`config.mk`:
```
export PLATFORM = sky130hd
export DESIGN_NAME = jt12_fnum_seq
export DESIGN_NICKNAME = d
export VERILOG_FILES = /design/src/rtl/jt12_fnum_seq.sv
export SDC_FILE = /design/constraint.sdc
export NUM_CORES = 1
export LEC_CHECK = 0
export ABC_CLOCK_PERIOD_IN_PS = 2100
export BUFFER_PORTS_ARGS = -buffer_cell sky130_fd_sc_hd__buf_2
export CORE_UTILIZATION = 30
export CTS_CLUSTER_SIZE = 28
export DETAILED_ROUTE_END_ITERATION = 6
export PLACE_DENSITY = 0.47
export REMOVE_ABC_BUFFERS = 1
export SLEW_MARGIN = 0
export SYNTH_ARGS = -nofsm -noshare
export SYNTH_HDL_FRONTEND = slang
export SYNTH_SLANG_ARGS = --single-unit
```
`constraint.sdc`:
```
create_clock -name clk -period 2.1 [get_ports clk]
set_clock_uncertainty 0.05 [all_clocks]
set_input_delay 0.42 -clock clk [delete_from_list [all_inputs] [get_ports clk]]
set_output_delay 0.42 -clock clk [all_outputs]
set_load 0.02 [all_outputs]
```
`src/rtl/jt12_fnum_seq.sv`:
```
// ---------------------------------------------------------------------------
// jt12_fnum_seq
//
// Purpose:
//   CPU-facing writer and slot sequencer for the phase generator's frequency
//   inputs. Captures F-number/block register writes (A0-A6 per part, plus the
//   channel-3 special-mode registers A8-AE on part 0) including the YM2612
//   hi-byte latch behaviour, and replays the stored values as a 24-slot
//   time-multiplexed fnum/block stream (6 channels x 4 operator groups).
//
// Optional feature:
//   `define JT12_CH3_SPECIAL_EN to build the channel-3 special-mode storage
//   (sp[0..2], sp_latch) and honour ch3_mode. Without it, A8-AE writes and
//   ch3_mode are ignored and channel 2 always uses its normal entry.
//
// Parameters:
//   OUT_REG  1 = extra output register stage (latency 2 clk_en cycles),
//            0 = single output stage (latency 1 clk_en cycle)
//
// Ports:
//   clk       system clock
//   rst_n     asynchronous active-low reset
//   clk_en    clock enable for the slot counter and output pipeline
//   zero      slot-sync pulse, forces the counter back to slot 0
//   wr_en     one-cycle register write strobe (not gated by clk_en)
//   wr_part   0 = channels 0-2, 1 = channels 3-5
//   wr_addr   register address
//   din       write data
//   ch3_mode  channel 2 special mode (per-operator frequencies)
//   fnum_I    F-number for the current slot
//   block_I   block for the current slot
//   slot_ch   channel (0-5) of the value on fnum_I
//   slot_op   operator group (0..3 = S1,S3,S2,S4) of the value on fnum_I
// ---------------------------------------------------------------------------
module jt12_fnum_seq #(
   parameter int OUT_REG = 1
) (
   input  logic        clk,
   input  logic        rst_n,
   input  logic        clk_en,
   input  logic        zero,
   input  logic        wr_en,
   input  logic        wr_part,
   input  logic [7:0]  wr_addr,
   input  logic [7:0]  din,
   input  logic        ch3_mode,
   output logic [10:0] fnum_I,
   output logic [2:0]  block_I,
   output logic [2:0]  slot_ch,
   output logic [1:0]  slot_op
);

   // Stored values are packed as {block[2:0], fnum[10:0]}.
   localparam int W = 14;

   // Register address groups (wr_addr[7:2]); low two bits pick the channel.
   localparam logic [5:0] GRP_FLO = 6'b101000;   // A0-A2
   localparam logic [5:0] GRP_FHI = 6'b101001;   // A4-A6
   localparam logic [5:0] GRP_SLO = 6'b101010;   // A8-AA
   localparam logic [5:0] GRP_SHI = 6'b101011;   // AC-AE

   logic [5:0]   hi_latch;
   logic [W-1:0] entry [0:5];

   logic [1:0]   wr_c;
   logic         wr_c_ok;
   logic [2:0]   wr_ch;
   logic [5:0]   wr_grp;

   logic [2:0]   cnt_ch;
   logic [1:0]   cnt_op;

   logic [W-1:0] sel_val;

   logic [W-1:0] s1_val;
   logic [2:0]   s1_ch;
   logic [1:0]   s1_op;

   assign wr_c    = wr_addr[1:0];
   assign wr_c_ok = (wr_c != 2'd3);
   assign wr_ch   = {1'b0, wr_c} + (wr_part ? 3'd3 : 3'd0);
   assign wr_grp  = wr_addr[7:2];

   // Normal channel registers. The hi-byte write only loads the shared latch;
   // the low-byte write commits latch+data into the channel entry and leaves
   // the latch alone, so one hi write can be reused for several channels.
   // Writes are deliberately not qualified by clk_en.
   always_ff @(posedge clk or negedge rst_n) begin
      if (!rst_n) begin
         hi_latch <= '0;
         for (int i = 0; i < 6; i++) begin
            entry[i] <= '0;
         end
      end else if (wr_en && wr_c_ok) begin
         if (wr_grp == GRP_FHI) begin
            hi_latch <= din[5:0];
         end
         if (wr_grp == GRP_FLO) begin
            entry[wr_ch] <= {hi_latch, din};
         end
      end
   end

`ifdef JT12_CH3_SPECIAL_EN
   logic [5:0]   sp_latch;
   logic [W-1:0] sp [0:2];

   // Channel-3 special-mode registers exist only on part 0. They keep their
   // contents while ch3_mode is off so re-enabling the mode restores them.
   always_ff @(posedge clk or negedge rst_n) begin
      if (!rst_n) begin
         sp_latch <= '0;
         for (int i = 0; i < 3; i++) begin
            sp[i] <= '0;
         end
      end else if (wr_en && wr_c_ok && !wr_part) begin
         if (wr_grp == GRP_SHI) begin
            sp_latch <= din[5:0];
         end
         if (wr_grp == GRP_SLO) begin
            sp[wr_c] <= {sp_latch, din};
         end
      end
   end
`else
   logic unused_ch3_mode;
   assign unused_ch3_mode = ch3_mode;
`endif

   // Slot counter kept as separate channel and operator-group fields; the
   // linear slot number is op*6 + ch, so stepping ch 0..5 and carrying into op
   // gives the 0..23 sequence, and the 2-bit op wraps 3 -> 0 on its own.
   always_ff @(posedge clk or negedge rst_n) begin
      if (!rst_n) begin
         cnt_ch <= '0;
         cnt_op <= '0;
      end else if (clk_en) begin
         if (zero) begin
            cnt_ch <= '0;
            cnt_op <= '0;
         end else if (cnt_ch == 3'd5) begin
            cnt_ch <= '0;
            cnt_op <= cnt_op + 2'd1;
         end else begin
            cnt_ch <= cnt_ch + 3'd1;
         end
      end
   end

   // Source select for the slot the counter points at. In special mode
   // channel 2's S1/S3/S2 groups come from A9/A8/AA; S4 keeps the normal A2
   // entry, which is why op group 3 falls through to entry[2].
   always_comb begin
      sel_val = entry[cnt_ch];
`ifdef JT12_CH3_SPECIAL_EN
      if (ch3_mode && (cnt_ch == 3'd2)) begin
         case (cnt_op)
            2'd0:    sel_val = sp[1];
            2'd1:    sel_val = sp[0];
            2'd2:    sel_val = sp[2];
            default: sel_val = entry[2];
         endcase
      end
`endif
   end

   // First output stage: value and its slot tag move together so the tag
   // always describes the value beside it. A write landing on the same edge
   // is not visible here until that slot comes round again.
   always_ff @(posedge clk or negedge rst_n) begin
      if (!rst_n) begin
         s1_val <= '0;
         s1_ch  <= '0;
         s1_op  <= '0;
      end else if (clk_en) begin
         s1_val <= sel_val;
         s1_ch  <= cnt_ch;
         s1_op  <= cnt_op;
      end
   end

   generate
      if (OUT_REG != 0) begin : g_out2
         logic [W-1:0] s2_val;
         logic [2:0]   s2_ch;
         logic [1:0]   s2_op;

         // Optional second stage, identical to the first, for timing relief.
         always_ff @(posedge clk or negedge rst_n) begin
            if (!rst_n) begin
               s2_val <= '0;
               s2_ch  <= '0;
               s2_op  <= '0;
            end else if (clk_en) begin
               s2_val <= s1_val;
               s2_ch  <= s1_ch;
               s2_op  <= s1_op;
            end
         end

         assign fnum_I  = s2_val[10:0];
         assign block_I = s2_val[13:11];
         assign slot_ch = s2_ch;
         assign slot_op = s2_op;
      end else begin : g_out1
         assign fnum_I  = s1_val[10:0];
         assign block_I = s1_val[13:11];
         assign slot_ch = s1_ch;
         assign slot_op = s1_op;
      end
   endgenerate

endmodule

```
---- Yosys cells after proc, flatten, opt, wreduce, memory -nomap -nowiden ----
Index checks and enable logic that the tools add are counted.
operators by class
  equality and inequality tests ........... 4
  reduce and logical (&&, ||, !) cells .... 6
  mux-type cells .......................... 11
  order comparisons ....................... 3
  add/sub/neg operators ................... 3
  bitwise operators ....................... 2
operator list
  kind                   count
  $bwmux W84             1
  $bmux W14 S3           1
  $demux W14 S3          1
  $mux W14               3
  $eq A6 B6 Y1 const B   2
  $ge A4 B4 Y1 const B   2
  $not A3 Y4             2
  $mux W2                3
  $mux W3                2
  $reduce_and A2 Y1      3
  $lt A4 B1 Y1 const B   1
  $add A2 B2 Y3          1
  $add A3 B1 Y3 const B  1
  $eq A3 B3 Y1 const B   1
  $add A2 B1 Y2 const B  1
  $logic_and A1 B1 Y1    2
  $ne A2 B2 Y1 const B   1
  $reduce_bool A2 Y1     1
storage, ports and cells
  register bits ........................... 133
  output and inout bits ................... 19
  input port bits ......................... 23

---- Logic depth before layout (Yosys ltp) ----
  depth in word-level cells ............... 8
  gate-level depth with buffers ........... 7
  gate-level depth less buffers ........... 5

---- Least setup slack after synthesis ----
Ideal clock, no wire load.
  path type ............................... input port to flip-flop
  from .................................... input wr_part
  to ...................................... register entry[17] in the netlist's numbering
  buffers on the path ..................... 1
  setup time .............................. 0.125 ns
  arrival ................................. 2.324 ns
  cell stages on the path ................. 6
  path slack .............................. -0.399 ns
  path through ............................ ha_1 fa_1 or4b_1 nor3_4 buf_6 mux2_2
between the ends
  word-level cells in the longest chain between the ends .. 8
ends and longest elaborated chain
  element                                                                    line  text
  start: declaration                                                         43    input logic wr_part,
  $mux W2 (*)                                                                81    assign wr_ch = {1'b0, wr_c} + (wr_part ? 3'd3 : 3'd0);
  $add A2 B2 Y3 (*)                                                          81
  $not A3 Y4 (implied by the code) (*)                                       99    entry[wr_ch] <= {hi_latch, din};
  $ge A4 B4 Y1 (implied by the code) / $lt A4 B1 Y1 (equally long branches)  99
  $logic_and A1 B1 Y1 (implied by the code)                                  99
  $mux W14 (implied by the code)                                             99
  $demux W14 S3 (*)                                                          99
  $bwmux W84 (*)                                                             99
  end signal: indexed assignment                                             99
  end: declaration                                                           63    logic [W-1:0] entry [0:5];
Every way passes the cells marked *; elsewhere a longest branch is shown, timed or not.
A chain may end at the register's enable or synchronous reset.

---- Worst setup path in the final report ----
  from .................................... input wr_part
  to ...................................... register entry[21] in the netlist's numbering
The elaborated chain is that of the path after synthesis.

==> results_dict.tcl <==
set metrics [dict create \
    status "finished, violations left" \
    failed_checks "setup timing" \
    hp-class "in2reg" \
    yosys.area.top_type "dfrtp_1" \
    critical_path.max_stage_delay_ns 0.54 \
    grt_use_total 0.137 \
    die_w_um 141 \
    cts_max_level 4 \
    clock.fmax_mhz 459 \
    path_class "in2reg" \
    yosysWarnings 0 \
    fill_cells 1769 \
    synth_cell_types 34 \
    gr-total-overflow 0 \
    path_cells "buf_8 -> ha_4 -> fa_1 -> or4b_4 -> nor3_4 -> buf_12 -> buf_12 -> mux2_2" \
    post-route-period-util 1.04 \
    drc 0 \
    p_comb_frac 0.096 \
    ys_ff_latch 133 \
    final_common_cell "dfrtp_1" \
    path_clk_slew_ns 0.05 \
    synthArstFlopShare 1.00 \
    port_buffers 40 \
    antenna_found_initial 0 \
    relSlewSlack 0.726 \
    dieHeight_um 141 \
    yosysSeqAreaShare 0.578 \
    std_cell_rows 50 \
    p_int_mw 4.72 \
    routed_wl_mm 12.3 \
    dr.pass1.iters 4 \
    layout-drive-gt1-share 0.525 \
    core_area_sq_mm 0.0188 \
    avgViaCountPerCell 4.84 \
    crit_path_frequent_cell "buf_12" \
    antenna_cells 0 \
    fin_cells 691 \
    final_antenna_net_count 0 \
    ios 42 \
    total_power_mw 6.15 \
    rsz0062_at_grt "true" \
    start_util 0.307 \
    root_buffer "clkbuf_16" \
    setup_viol 14 \
    hpwl_mm 7.52 \
    postPlaceCellArea_sq_mm 0.00644 \
    via_count 3343 \
    grt_pass1_wl_mm 20.2 \
    dr_wl_met2_mm 5.55 \
    sw_frac_of_total 0.234 \
    final_hold_viol_count 0 \
    p_sw_mw 1.44 \
    power_density_mw_per_mm2 863 \
    numCtsBuffers 17 \
    syn_inst 380 \
    synthTopCellsByArea "dfrtp_1 (58%), mux2_2 (25%), mux4_2 (5.5%)" \
    clk_latency_ns 0.42 \
    vdd_drop_max_uv 465 \
    fin_crit_ns 2.18 \
    worst_hold_slack_ns 0.192 \
    layout_common_cells "dfrtp_1 (133), mux2_2 (120), buf_2 (37)" \
    synth_edf_count 0 \
    clock_sinks 133 \
    slew_violations 0 \
    dr_wl_met3_um 393 \
    wire_per_inst_um 17.7 \
    drtIter0Drc 117 \
    cp_data_arrival_time_ns 2.43 \
    tightest_slew_ns 0.411 \
    cts_tree "yes" \
    grt_pass1_vias 3645 \
    avgSynthCellArea_sq_um 15.2 \
    topRoutingLayerUsed "met4" \
    crit_path_start_kind "input pin" \
    dp_cells 655 \
    p_seq_frac 0.453 \
    p_clk_frac 0.450 \
    m1WireLength_mm 6.11 \
    synth_top_area_frac 0.578 \
    design_area_sq_mm 0.00713 \
    synth_ff_type "dfrtp_1" \
    slowest_stage "or4b_4" \
    grt_max_degree 41 \
    synth_area_sq_mm 0.00576 \
    syn2layout_area_growth_pct 23.8 \
    dieArea_sq_mm 0.0198 \
    fin_ws_ns -0.0788 \
    cp_max_fo 7 \
    clk_path_buf_depth 2 \
    cp-end-kind "flop" \
    layout.nets 471 \
    drv_cap 0 \
    cp_data_required_time_ns 2.35 \
    gp_congestion 0.745 \
    p_leak_nw 3.39 \
]
[sequential cells by signal (all words and copies together), names as in the netlist]
name and cells:
s1_val 14, entry 84, s1_op 2, s1_ch 3
hi_latch 6, slot_op 2, slot_ch 3, cnt_ch 3
g_out2.s2_val 14, cnt_op 2
[worst max-delay path, delay by kind of cell]
family,cells,cell delay [ns]
buf+inv,3,0.36
fa+ha+maj,2,0.60
simple gates,2,0.70
mux,1,0.33
[per-layer routing]
layer	track usage	vias to the layer above
met2	0.209	51
met5	0	-
met4	0.0549	0
met3	0.0363	13
li1	-	1535
met1	0.187	1744
[power by group through the flow]
stage / clock, mW / sequential [mW] / combinational (mW)
floorplan: 0 / 2.91 / 0.218
global placement: 0 / 2.83 / 0.574
detailed placement: 0 / 2.84 / 0.587
CTS: 2.85 / 2.79 / 0.603
global route: 2.96 / 2.81 / 0.651
finish: 2.77 / 2.79 / 0.593
[what timing repair did]
action / CTS / global route
gates cloned: 1 / 0
setup buffers: 2 / 1
hold buffers: 1 / 0
hold endpoints to repair: 36 / 0
pin swaps: 0 / 0
endpoints found under the setup margin: 14 / 14
resized for setup: 15 / 3
[logic make-up (layout without fill, tap and decap cells)]
group,Yosys count,in the layout,share of synthesized area
and+or+nand+nor,39,39,0.0434
DFF,133,133,0.578
muxes,144,144,0.308
AOI/OAI and AO/OA,35,35,0.0384
adders and majority gates,3,3,0.00782
buffers and inverters,26,103,0.0241
[cells in the mapped netlist, types with 2 or more instances]
library cell / instances
buf_2: 3
a21oi_1: 14
nand2_1: 3
nor2_1: 15
inv_1: 5
buf_1: 3
ha_1: 2
dfrtp_1: 133
nand4b_1: 2
o21ai_0: 3
nor2b_1: 4
mux2_2: 128
a22oi_1: 14
mux2i_1: 2
clkbuf_1: 7
nand3b_1: 3
mux4_2: 14
nand2b_1: 2
nand4_1: 2
buf_6: 2
buf_4: 6
[final cells by class]
type / instances / area (sq um) / share of cell area
clock buffers: 27 / 503 / 0.0705
clock inverters: 4 / 45.0 / 0.00631
inverters: 5 / 18.8 / 0.00263
multi-input cells: 221 / 2340 / 0.329
flip-flops and latches: 133 / 3330 / 0.467
well taps: 234 / 293 / 0.0410
repair buffers: 67 / 602 / 0.0844
[final timing paths]
path	depth (start not counted)	to	from	slack, ns
min in group asynchronous	2	g_out2.s2_val[10]	rst_n	0.45
max reg2reg	4	s1_val[9]	cnt_ch[0]	0.37
min	2	cnt_op[0]	zero	0.19
max	8	entry[21]	wr_part	-0.08
min reg2reg	1	slot_ch[0]	slot_ch[0]	0.45
max in group asynchronous	3	entry[0]	rst_n	0.97
[metrics by stage]
| step | setup TNS (ns) | worst slack, ns | util |
|---|---|---|---|
| 6_report | -0.852 | -0.0788 | 0.380 |
| 5_1_grt | -2.20 | -0.110 | 0.380 |
| 4_1_cts | -0.577 | -0.0596 | 0.379 |
| 3_5_place_dp | -16.27 | -0.538 | 0.343 |
| 3_3_place_gp | -14.63 | -0.505 | 0.343 |
| 2_1_floorplan | -17.39 | -0.474 | - |
Power figures use the tool's default switching activity.
